--- config.mk ---
export PLATFORM = sky130hd
export DESIGN_NAME = jtframe_dipctl
export DESIGN_NICKNAME = d
export VERILOG_FILES = /design/src/rtl/jtframe_dipctl.sv
export SDC_FILE = /design/constraint.sdc
export NUM_CORES = 1
export LEC_CHECK = 0
export ABC_CLOCK_PERIOD_IN_PS = 13000
export BUFFER_PORTS_ARGS = -buffer_cell sky130_fd_sc_hd__buf_2
export CORE_MARGIN = 2
export CORE_UTILIZATION = 61
export CTS_CLUSTER_DIAMETER = 60
export DETAILED_ROUTE_END_ITERATION = 10
export PLACE_DENSITY = 0.85
export SYNTH_ARGS = -nofsm -noshare
export SYNTH_HDL_FRONTEND = slang
export SYNTH_SLANG_ARGS = --single-unit
--- constraint.sdc ---
create_clock -name clk -period 13 [get_ports clk]
set_input_delay 0.65 -clock clk [delete_from_list [all_inputs] [get_ports clk]]
set_output_delay 0.65 -clock clk [all_outputs]
set_load 0.02 [all_outputs]
--- src/rtl/jtframe_dipctl.sv ---
// jtframe_dipctl: OSD status / DIP-switch controller.
//
// The raw OSD status word is synchronised into clk, and a new value is committed to
// dip_cfg only once it has held steady for STABLE cycles. Core-facing settings (flip,
// rotation, HDMI aspect ratio, FX level, per-channel sound enables) are registered
// functions of the committed word. A pause FSM toggles on the pause button and only
// enters or leaves the paused state at a vertical-blank rising edge.
//
// Optional build macro:
//   JTFRAME_DIP_OSDPAUSE_EN  when defined, the core is held paused while the OSD is shown.
//
// Ports:
//   clk, rst       system clock, asynchronous active-high reset
//   status         raw OSD status word (asynchronous to clk)
//   core_mod       bit 0 set for a vertical game
//   game_pause     pause button level
//   vb             vertical blank (clk domain)
//   osd_shown      OSD visible (only used with JTFRAME_DIP_OSDPAUSE_EN)
//   dip_cfg        committed status word; cfg_upd pulses for one cycle when it changes
//   dip_flip, rotate, hdmi_arx, hdmi_ary, dip_fxlevel, snd_en   derived settings
//   dip_pause      active low: 0 means the core is paused
module jtframe_dipctl #(
   parameter int unsigned   SW      = 64,
   parameter int unsigned   SNDCH   = 2,
   parameter int unsigned   SND_LSB = 8,
   parameter int unsigned   STABLE  = 16,
   parameter logic [SW-1:0] RST_CFG = '0,
   parameter logic [12:0]   ARX     = 13'd4,
   parameter logic [12:0]   ARY     = 13'd3
) (
   input  logic             clk,
   input  logic             rst,
   input  logic [SW-1:0]    status,
   input  logic [6:0]       core_mod,
   input  logic             game_pause,
   input  logic             vb,
   input  logic             osd_shown,
   output logic [SW-1:0]    dip_cfg,
   output logic             cfg_upd,
   output logic             dip_flip,
   output logic [1:0]       rotate,
   output logic [12:0]      hdmi_arx,
   output logic [12:0]      hdmi_ary,
   output logic [1:0]       dip_fxlevel,
   output logic [SNDCH-1:0] snd_en,
   output logic             dip_pause
);

   localparam int unsigned   CW       = (STABLE > 1) ? $clog2(STABLE) : 1;
   localparam logic [CW-1:0] CNT_LAST = CW'(STABLE - 1);

   // ---------------------------------------------------------------------------------------
   // Derived-setting functions, shared by the reset values and the running logic
   // ---------------------------------------------------------------------------------------
   function automatic logic [SNDCH-1:0] snd_of(input logic [SW-1:0] cfg);
      logic [SNDCH-1:0] en;
      en = '0;
      for (int i = 0; i < int'(SNDCH); i++) begin
         en[i] = ~cfg[SND_LSB + i];
      end
      return en;
   endfunction

   // ar==0 selects the native ratio (swapped for vertical games); otherwise ar-1 is a
   // preset index passed to the scaler with ary forced to zero.
   function automatic logic [12:0] arx_of(input logic [SW-1:0] cfg, input logic swap);
      logic [1:0] ar;
      ar = cfg[17:16];
      if (ar == 2'd0) return swap ? ARY : ARX;
      else            return {11'd0, ar - 2'd1};
   endfunction

   function automatic logic [12:0] ary_of(input logic [SW-1:0] cfg, input logic swap);
      if (cfg[17:16] == 2'd0) return swap ? ARX : ARY;
      else                    return 13'd0;
   endfunction

   // ---------------------------------------------------------------------------------------
   // Input synchronisers
   // ---------------------------------------------------------------------------------------
   logic [SW-1:0] stat_m, stat_s;
   logic          pause_m, pause_s, pause_l;
   logic          vb_l;

   always_ff @(posedge clk or posedge rst) begin
      if (rst) begin
         stat_m  <= RST_CFG;
         stat_s  <= RST_CFG;
         pause_m <= 1'b0;
         pause_s <= 1'b0;
         pause_l <= 1'b0;
         vb_l    <= 1'b0;
      end else begin
         stat_m  <= status;
         stat_s  <= stat_m;
         pause_m <= game_pause;
         pause_s <= pause_m;
         pause_l <= pause_s;
         vb_l    <= vb;
      end
   end

   logic btn_rise, vb_rise;
   assign btn_rise = pause_s & ~pause_l;
   assign vb_rise  = vb & ~vb_l;

   // ---------------------------------------------------------------------------------------
   // Settle FSM: commit a status value only after it has been stable for STABLE cycles
   // ---------------------------------------------------------------------------------------
   typedef enum logic [0:0] {StIdle, StSettle} settle_e;

   settle_e       sst;
   logic [SW-1:0] cand;
   logic [CW-1:0] cnt;

   always_ff @(posedge clk or posedge rst) begin
      if (rst) begin
         sst     <= StIdle;
         cand    <= RST_CFG;
         cnt     <= '0;
         dip_cfg <= RST_CFG;
         cfg_upd <= 1'b0;
      end else begin
         cfg_upd <= 1'b0;
         case (sst)
            StIdle: begin
               if (stat_s != dip_cfg) begin
                  sst  <= StSettle;
                  cand <= stat_s;
                  cnt  <= '0;
               end
            end
            StSettle: begin
               if (stat_s != cand) begin
                  cand <= stat_s;
                  cnt  <= '0;
               end else if (cnt == CNT_LAST) begin
                  // A glitch that returned to the old value still commits, silently.
                  dip_cfg <= cand;
                  cfg_upd <= (cand != dip_cfg);
                  sst     <= StIdle;
               end else begin
                  cnt <= cnt + CW'(1);
               end
            end
            default: sst <= StIdle;
         endcase
      end
   end

   // ---------------------------------------------------------------------------------------
   // Registered derived settings
   // ---------------------------------------------------------------------------------------
   logic tate;
   assign tate = core_mod[0] & ~dip_cfg[2];

   always_ff @(posedge clk or posedge rst) begin
      if (rst) begin
         // Reset values assume a horizontal game until core_mod is sampled.
         dip_flip    <= RST_CFG[1];
         rotate      <= {~RST_CFG[1], 1'b0};
         hdmi_arx    <= arx_of(RST_CFG, 1'b0);
         hdmi_ary    <= ary_of(RST_CFG, 1'b0);
         dip_fxlevel <= 2'b10 ^ RST_CFG[7:6];
         snd_en      <= snd_of(RST_CFG);
      end else begin
         dip_flip    <= dip_cfg[1];
         rotate      <= {~dip_cfg[1], tate};
         hdmi_arx    <= arx_of(dip_cfg, tate);
         hdmi_ary    <= ary_of(dip_cfg, tate);
         dip_fxlevel <= 2'b10 ^ dip_cfg[7:6];
         snd_en      <= snd_of(dip_cfg);
      end
   end

   // ---------------------------------------------------------------------------------------
   // Pause FSM: button requests are applied at the next vb rising edge
   // ---------------------------------------------------------------------------------------
   typedef enum logic [1:0] {StRun, StPendP, StPaused, StPendR} pause_e;

   pause_e pst, pst_nx;
   logic   halt_nx;

   // A button edge always takes priority over a simultaneous vb edge.
   always_comb begin
      pst_nx = pst;
      unique case (pst)
         StRun:    if (btn_rise) pst_nx = StPendP;
         StPendP:  if (btn_rise) pst_nx = StRun;
                   else if (vb_rise) pst_nx = StPaused;
         StPaused: if (btn_rise) pst_nx = StPendR;
         StPendR:  if (btn_rise) pst_nx = StPaused;
                   else if (vb_rise) pst_nx = StRun;
      endcase
   end

`ifdef JTFRAME_DIP_OSDPAUSE_EN
   logic osd_m, osd_s;
   logic unused_in;

   always_ff @(posedge clk or posedge rst) begin
      if (rst) begin
         osd_m <= 1'b0;
         osd_s <= 1'b0;
      end else begin
         osd_m <= osd_shown;
         osd_s <= osd_m;
      end
   end

   assign halt_nx   = (pst_nx == StPaused) || (pst_nx == StPendR) || osd_s;
   assign unused_in = ^core_mod[6:1];
`else
   logic unused_in;

   assign halt_nx   = (pst_nx == StPaused) || (pst_nx == StPendR);
   assign unused_in = ^{core_mod[6:1], osd_shown};
`endif

   always_ff @(posedge clk or posedge rst) begin
      if (rst) begin
         pst       <= StRun;
         dip_pause <= 1'b1;
      end else begin
         pst       <= pst_nx;
         dip_pause <= ~halt_nx;
      end
   end

endmodule

; Word-level counts from Yosys, hierarchy flattened
; Cells that the tools add are included.
; W data, S select, Z words.
[op_classes]
n_addsub = 2
n_eq_ne = 12
mux = 25
bitwise_logic = 13
n_reduce_logical = 6
[op_table]
columns = op, count
row1 = $ne A64 B64 Y1, 3
row2 = $mux W64, 2
row3 = $pmux W64 S2, 1
row4 = $mux W2, 6
row5 = $mux W3, 4
row6 = $mux W4, 3
row7 = $not A1 Y1, 10
row8 = $eq A2 B2 Y1 const B, 4
row9 = $pmux W2 S4, 1
row10 = $pmux W4 S2, 1
row11 = $mux W1, 6
row12 = $add A4 B1 Y4 const B, 1
row13 = $eq A4 B4 Y1 const B, 1
row14 = $logic_not A2 Y1, 2
row15 = $reduce_and A2 Y1, 2
row16 = $and A1 B1 Y1, 3
row17 = $ne A3 B3 Y1 const B, 1
row18 = $reduce_and A3 Y1, 1
row19 = $eq A2 B1 Y1 const B, 1
row20 = $ne A2 B1 Y1 const B, 1
row21 = $ne A2 B2 Y1 const B, 1
row22 = $pmux W1 S2, 1
row23 = $sub A2 B1 Y2 const B, 1
row24 = $logic_or A1 B1 Y1, 1
[totals]
register_bits = 302
in_bits = 76
output_inout_bits = 99

; Logic depth before layout (Yosys ltp)
[logic_depth]
ltp_word = 8
depth_mapped = 9

; Worst setup path after synthesis
; OpenSTA, ideal clock, no wires.
[synth_timing]
path_type = reg-to-reg
from = reg dip_cfg[16]
to = reg cand[0]
setup_ns = 0.127
arrival_ns = 2.419
setup_slack_ns = 10.454
path_stages_with_launch = 10
path_buffers = 2
cell_sequence = dfrtp_1 buf_2 xnor2_1 o2111ai_1 a2111oi_1 nand4_1 nor4_4 nor2_2 buf_6 mux2_1
[synth_between]
elab_chain_cells = 3
[synth_lines]
columns = element, line
row1 = from (decl), 38  ; output logic [SW-1:0] dip_cfg,
row2 = from (signal assigned), 139  ; dip_cfg <= cand;
row3 = $ne A64 B64 Y1, 127  ; if (stat_s != dip_cfg) begin
row4 = $ne A2 B2 Y1 (no source line), --
row5 = $reduce_and A2 Y1 (no source line), --
row6 = to (signal assigned), 129  ; cand <= stat_s;
row7 = to (signal assigned), 135  ; cand <= stat_s;
row8 = to (decl), 113  ; logic [SW-1:0] cand;
; No other way between the ends.
; A chain may end at the register's enable or synchronous reset.

; Worst setup path after layout
[layout_timing]
from = reg stat_s[19]
to = reg cand[55]
[layout_between]
elab_chain_cells = 3
word_cells_on_any_way = 5
[layout_lines]
columns = element, line
row1 = from (decl), 81  ; logic [SW-1:0] stat_m, stat_s;
row2 = from (signal assigned), 95  ; stat_s <= stat_m;
row3 = $ne A64 B64 Y1 (on tied branches), "127, 134"
row4 = $ne A2 B2 Y1 (no source line) / $ne A2 B1 Y1 (equally long branches), --
row5 = $reduce_and A2 Y1 (no source line) *, --
; Every way passes the cells marked *; elsewhere a longest branch is shown, timed or not.

==> flow_metrics.env <==
export IMPL_status="complete, no violations"
export IMPL_post_dp_hpwl_um=16690
export IMPL_drive_gt1_frac=0.2750
export IMPL_ys_async_sr_fraction=1.000
export IMPL_critPathKind="register to register"
export IMPL_ys_types=39
export IMPL_ys_seq_area_frac=0.6316
export IMPL_cp_common_cell="nand4_1"
export IMPL_clock_sinks=280
export IMPL_finalHoldViolations=0
export IMPL_fp_dieH_um=138.9
export IMPL_cts_max_level=1
export IMPL_muxShareOfSynthArea=0.1237
export IMPL_n_antenna_cell=0
export IMPL_multiInputGateArea_sq_um=3837
export IMPL_die_width_um=138.9
export IMPL_seq_area_sq_um=7014
export IMPL_synth_main_ff_cell="dfrtp_1"
export IMPL_die_area_sq_um=19300
export IMPL_ys_warn_count=0
export IMPL_track_usage=0.2496
export IMPL_ys_ff_latch=280
export IMPL_initial_core_util=0.6204
export IMPL_timing_final_max_slew_violations=0
export IMPL_power_leakage_nw=5.973
export IMPL_setup_tns_ns=0
export IMPL_synthCells=764
export IMPL_tightest_slew_ns=0.9899
export IMPL_max_freq_mhz=302.9
export IMPL_row_count=49
export IMPL_first_pass_iters=5
export IMPL_hold_class="primary input to register"
export IMPL_required_ns=13.42
export IMPL_relSlewSlack=0.3401
export IMPL_slowest_stage="dfrtp_1"
export IMPL_syn_to_final_growth_pct=15.94
export IMPL_num_io_pins=175
export IMPL_synth_fa_ha_area_frac=0.001127
export IMPL_fill_cells=1187
export IMPL_syn_avg_cell_area_sq_um=14.54
export IMPL_max_cap_violations=0
export IMPL_synth_xor_area_frac=0.1427
export IMPL_hold_buffers=0
export IMPL_place_gp_congestion=0.9144
export IMPL_worstPathArrival_ns=3.73
export IMPL_startpoint_type="register"
export IMPL_viasPerCell=5.424
export IMPL_grt_max_degree=122
export IMPL_gr_total_overflow=0
export IMPL_path_clk_slew_ns=0.06
export IMPL_drt_iter0_markers=484
export IMPL_setup_viol=0
export IMPL_synth_compound_area_frac=0.01645
export IMPL_cts_resized=0
export IMPL_holdWs_ns=0.1998
export IMPL_synth_area_sq_um=11110
export IMPL_rsz0062_at_grt="no"
export IMPL_grt_pass1_vias=6667
export IMPL_synth_edf_count=0
export IMPL_finalCriticalPeriod_ns=3.301
export IMPL_cp_end_kind="register"
export IMPL_ant_nets=0
export IMPL_worstPathCellList="xnor2_1 > nand4_1 > nor4_1 > nand4_1 > nor2_1 > nor2_4 > buf_4 > mux2_1"
export IMPL_synth_top_family_by_area="XOR/XNOR gates"
export IMPL_drt_drc_violations_left=0
export IMPL_post_cts_buffers=0
export IMPL_p_total_w=0.001821
export IMPL_slowest_delay_ns=0.42
export IMPL_grt_pass1_wl_um=37290
export IMPL_yosys_area_share_simple=0.05385
export IMPL_cp_max_fo=45
export IMPL_numPortBuffers=147
export IMPL_clock_latency_ns=0.55
export IMPL_cts_max_path_buffers=3
export IMPL_root_buffer="clkbuf_16"
export IMPL_wirelength_um=23670
export IMPL_cts_buffers=28
export IMPL_vias=6389
export IMPL_core_area_sq_um=17900
export IMPL_post_drt_wl_per_cell_um=20.09
export IMPL_power_density_nw_per_um2=141.4
export IMPL_cts_tree="yes"
export IMPL_nets=1004
export IMPL_peakVddDrop_v=0.0001492
export IMPL_min_period_over_period=0.2539
export IMPL_antenna_found_initial=0
export IMPL_clock_skew_ns=0.02003
-- state kept, by name, indices dropped and copies added (netlist names), 2 cells and up --
signal,flops
cand,64
dip_cfg,64
stat_m,64
stat_s,64
cnt,4
dip_fxlevel,2
hdmi_arx,2
hdmi_ary,2
pst,2
rotate,2
snd_en,2
-- synthesized netlist by cell type (2+ instances only) --
cell         n  area, sq um
o21a_1       2        15.01
nand2b_1     7        43.79
o221ai_1     2        17.52
nand4_1     37        231.5
and4b_1      2        20.02
nor2_1       6        22.52
dfrtp_1    274         6857
dfstp_2      6        157.7
nand3_1      3        15.01
nor4_1      20        125.1
nand2_1     13        48.80
buf_2        7        35.03
mux2_1      65        732.0
o2111ai_1    2        17.52
nor3_1       5        25.02
o21ai_0      9        45.04
xor2_1      48        420.4
o22a_1       2        17.52
clkbuf_1     3        11.26
buf_4       22        165.2
inv_1       14        52.55
buf_6        6        67.56
mux2_2      57        641.9
xnor2_1    133         1165
nor2b_1      5        31.28
-- final timing paths --
kind / start / to / slack (ns) / depth (start not counted)
setup / recovery: stat_s[19]$_DFF_PP0_ / cand[55]$_DFFE_PP0P_ / 9.70 / 8
hold / removal: status[58] / stat_m[58]$_DFF_PP0_ / 0.20 / 1
setup reg to reg: stat_s[19]$_DFF_PP0_ / cand[55]$_DFFE_PP0P_ / 9.70 / 8
hold reg to reg: stat_m[33]$_DFF_PP0_ / stat_s[33]$_DFF_PP0_ / 0.34 / 0
max in group asynchronous: rst / stat_s[57]$_DFF_PP0_ / 11.18 / 3
min in group asynchronous: rst / stat_s[33]$_DFF_PP0_ / 0.26 / 2
-- cell type report --
cell class | instances | share of cell area
Sequential cell | 280 | 0.5447
Multi-Input combinational cell | 450 | 0.2980
Clock buffer | 42 | 0.06083
Timing Repair Buffer | 152 | 0.06005
Tap cell | 229 | 0.02225
Clock inverter | 10 | 0.009134
Inverter | 15 | 0.004956
-- per-layer routing --
metal / wire (um) / vias up / share of wire / global-route usage
li1: - / 2903 / - / -
met1: 9893 / 3216 / 0.42 / 0.3411
met2: 11170 / 212 / 0.47 / 0.3884
met3: 1617 / 58 / 0.068 / 0.06146
met4: 985 / 0 / 0.042 / 0.1058
met5: 0 / - / 0 / 0
-- power breakdown --
part | switching, W | internal (W) | total [W]
clock network | 0.000327 | 0.000457 | 0.000783
logic | 0.0000556 | 0.0000411 | 0.0000968
registers | 0.0000325 | 0.000908 | 0.000941
-- stage by stage --
stage,utilization,cells,instance area [sq um],setup slack [ns]
after floorplan,-,783,11180,4.638
after global placement,0.6689,1126,11980,9.887
after detailed placement,0.6689,1126,11980,9.847
after CTS,0.7192,1178,12880,9.811
after global routing,0.7192,1178,12880,9.526
final,0.7192,1178,12880,9.699
-- critical path: cells and delay by family, from the launching register on --
family	cells	cell delay (ns)
and+or+nand+nor	5	1.50
DFF	1	0.42
buffers and inverters	1	0.40
xor gates and xnor gates	1	0.41
muxes	1	0.41
-- logic make-up after synthesis --
logic type	count (synthesis)
DFF	280
xor gates and xnor gates	181
buffers and inverters	53
adders and majority gates	1
muxes	122
and+or+nand+nor	101
AOI/OAI and AO/OA	25
other	1
-- placed cells by master (no fill, tap or decap), types with 2 or more instances in the layout --
master	n
nor3_1	4
nor2b_1	5
inv_1	13
buf_4	5
mux2_2	57
o21a_1	2
o2111ai_1	2
mux2_1	65
xor2_1	48
nand3_1	3
bufinv_16	2
clkbuf_16	28
clkbuf_8	3
dfrtp_1	274
clkbuf_1	11
o22a_1	2
nand4_1	37
nor4_1	20
conb_1	20
o221ai_1	2
and4b_1	2
nand2_1	13
nand2b_1	7
o21ai_0	9
xnor2_1	133
buf_2	147
nor2_1	6
dfstp_2	6
clkinv_2	5
No activity file was read; power rests on OpenSTA's default activity.
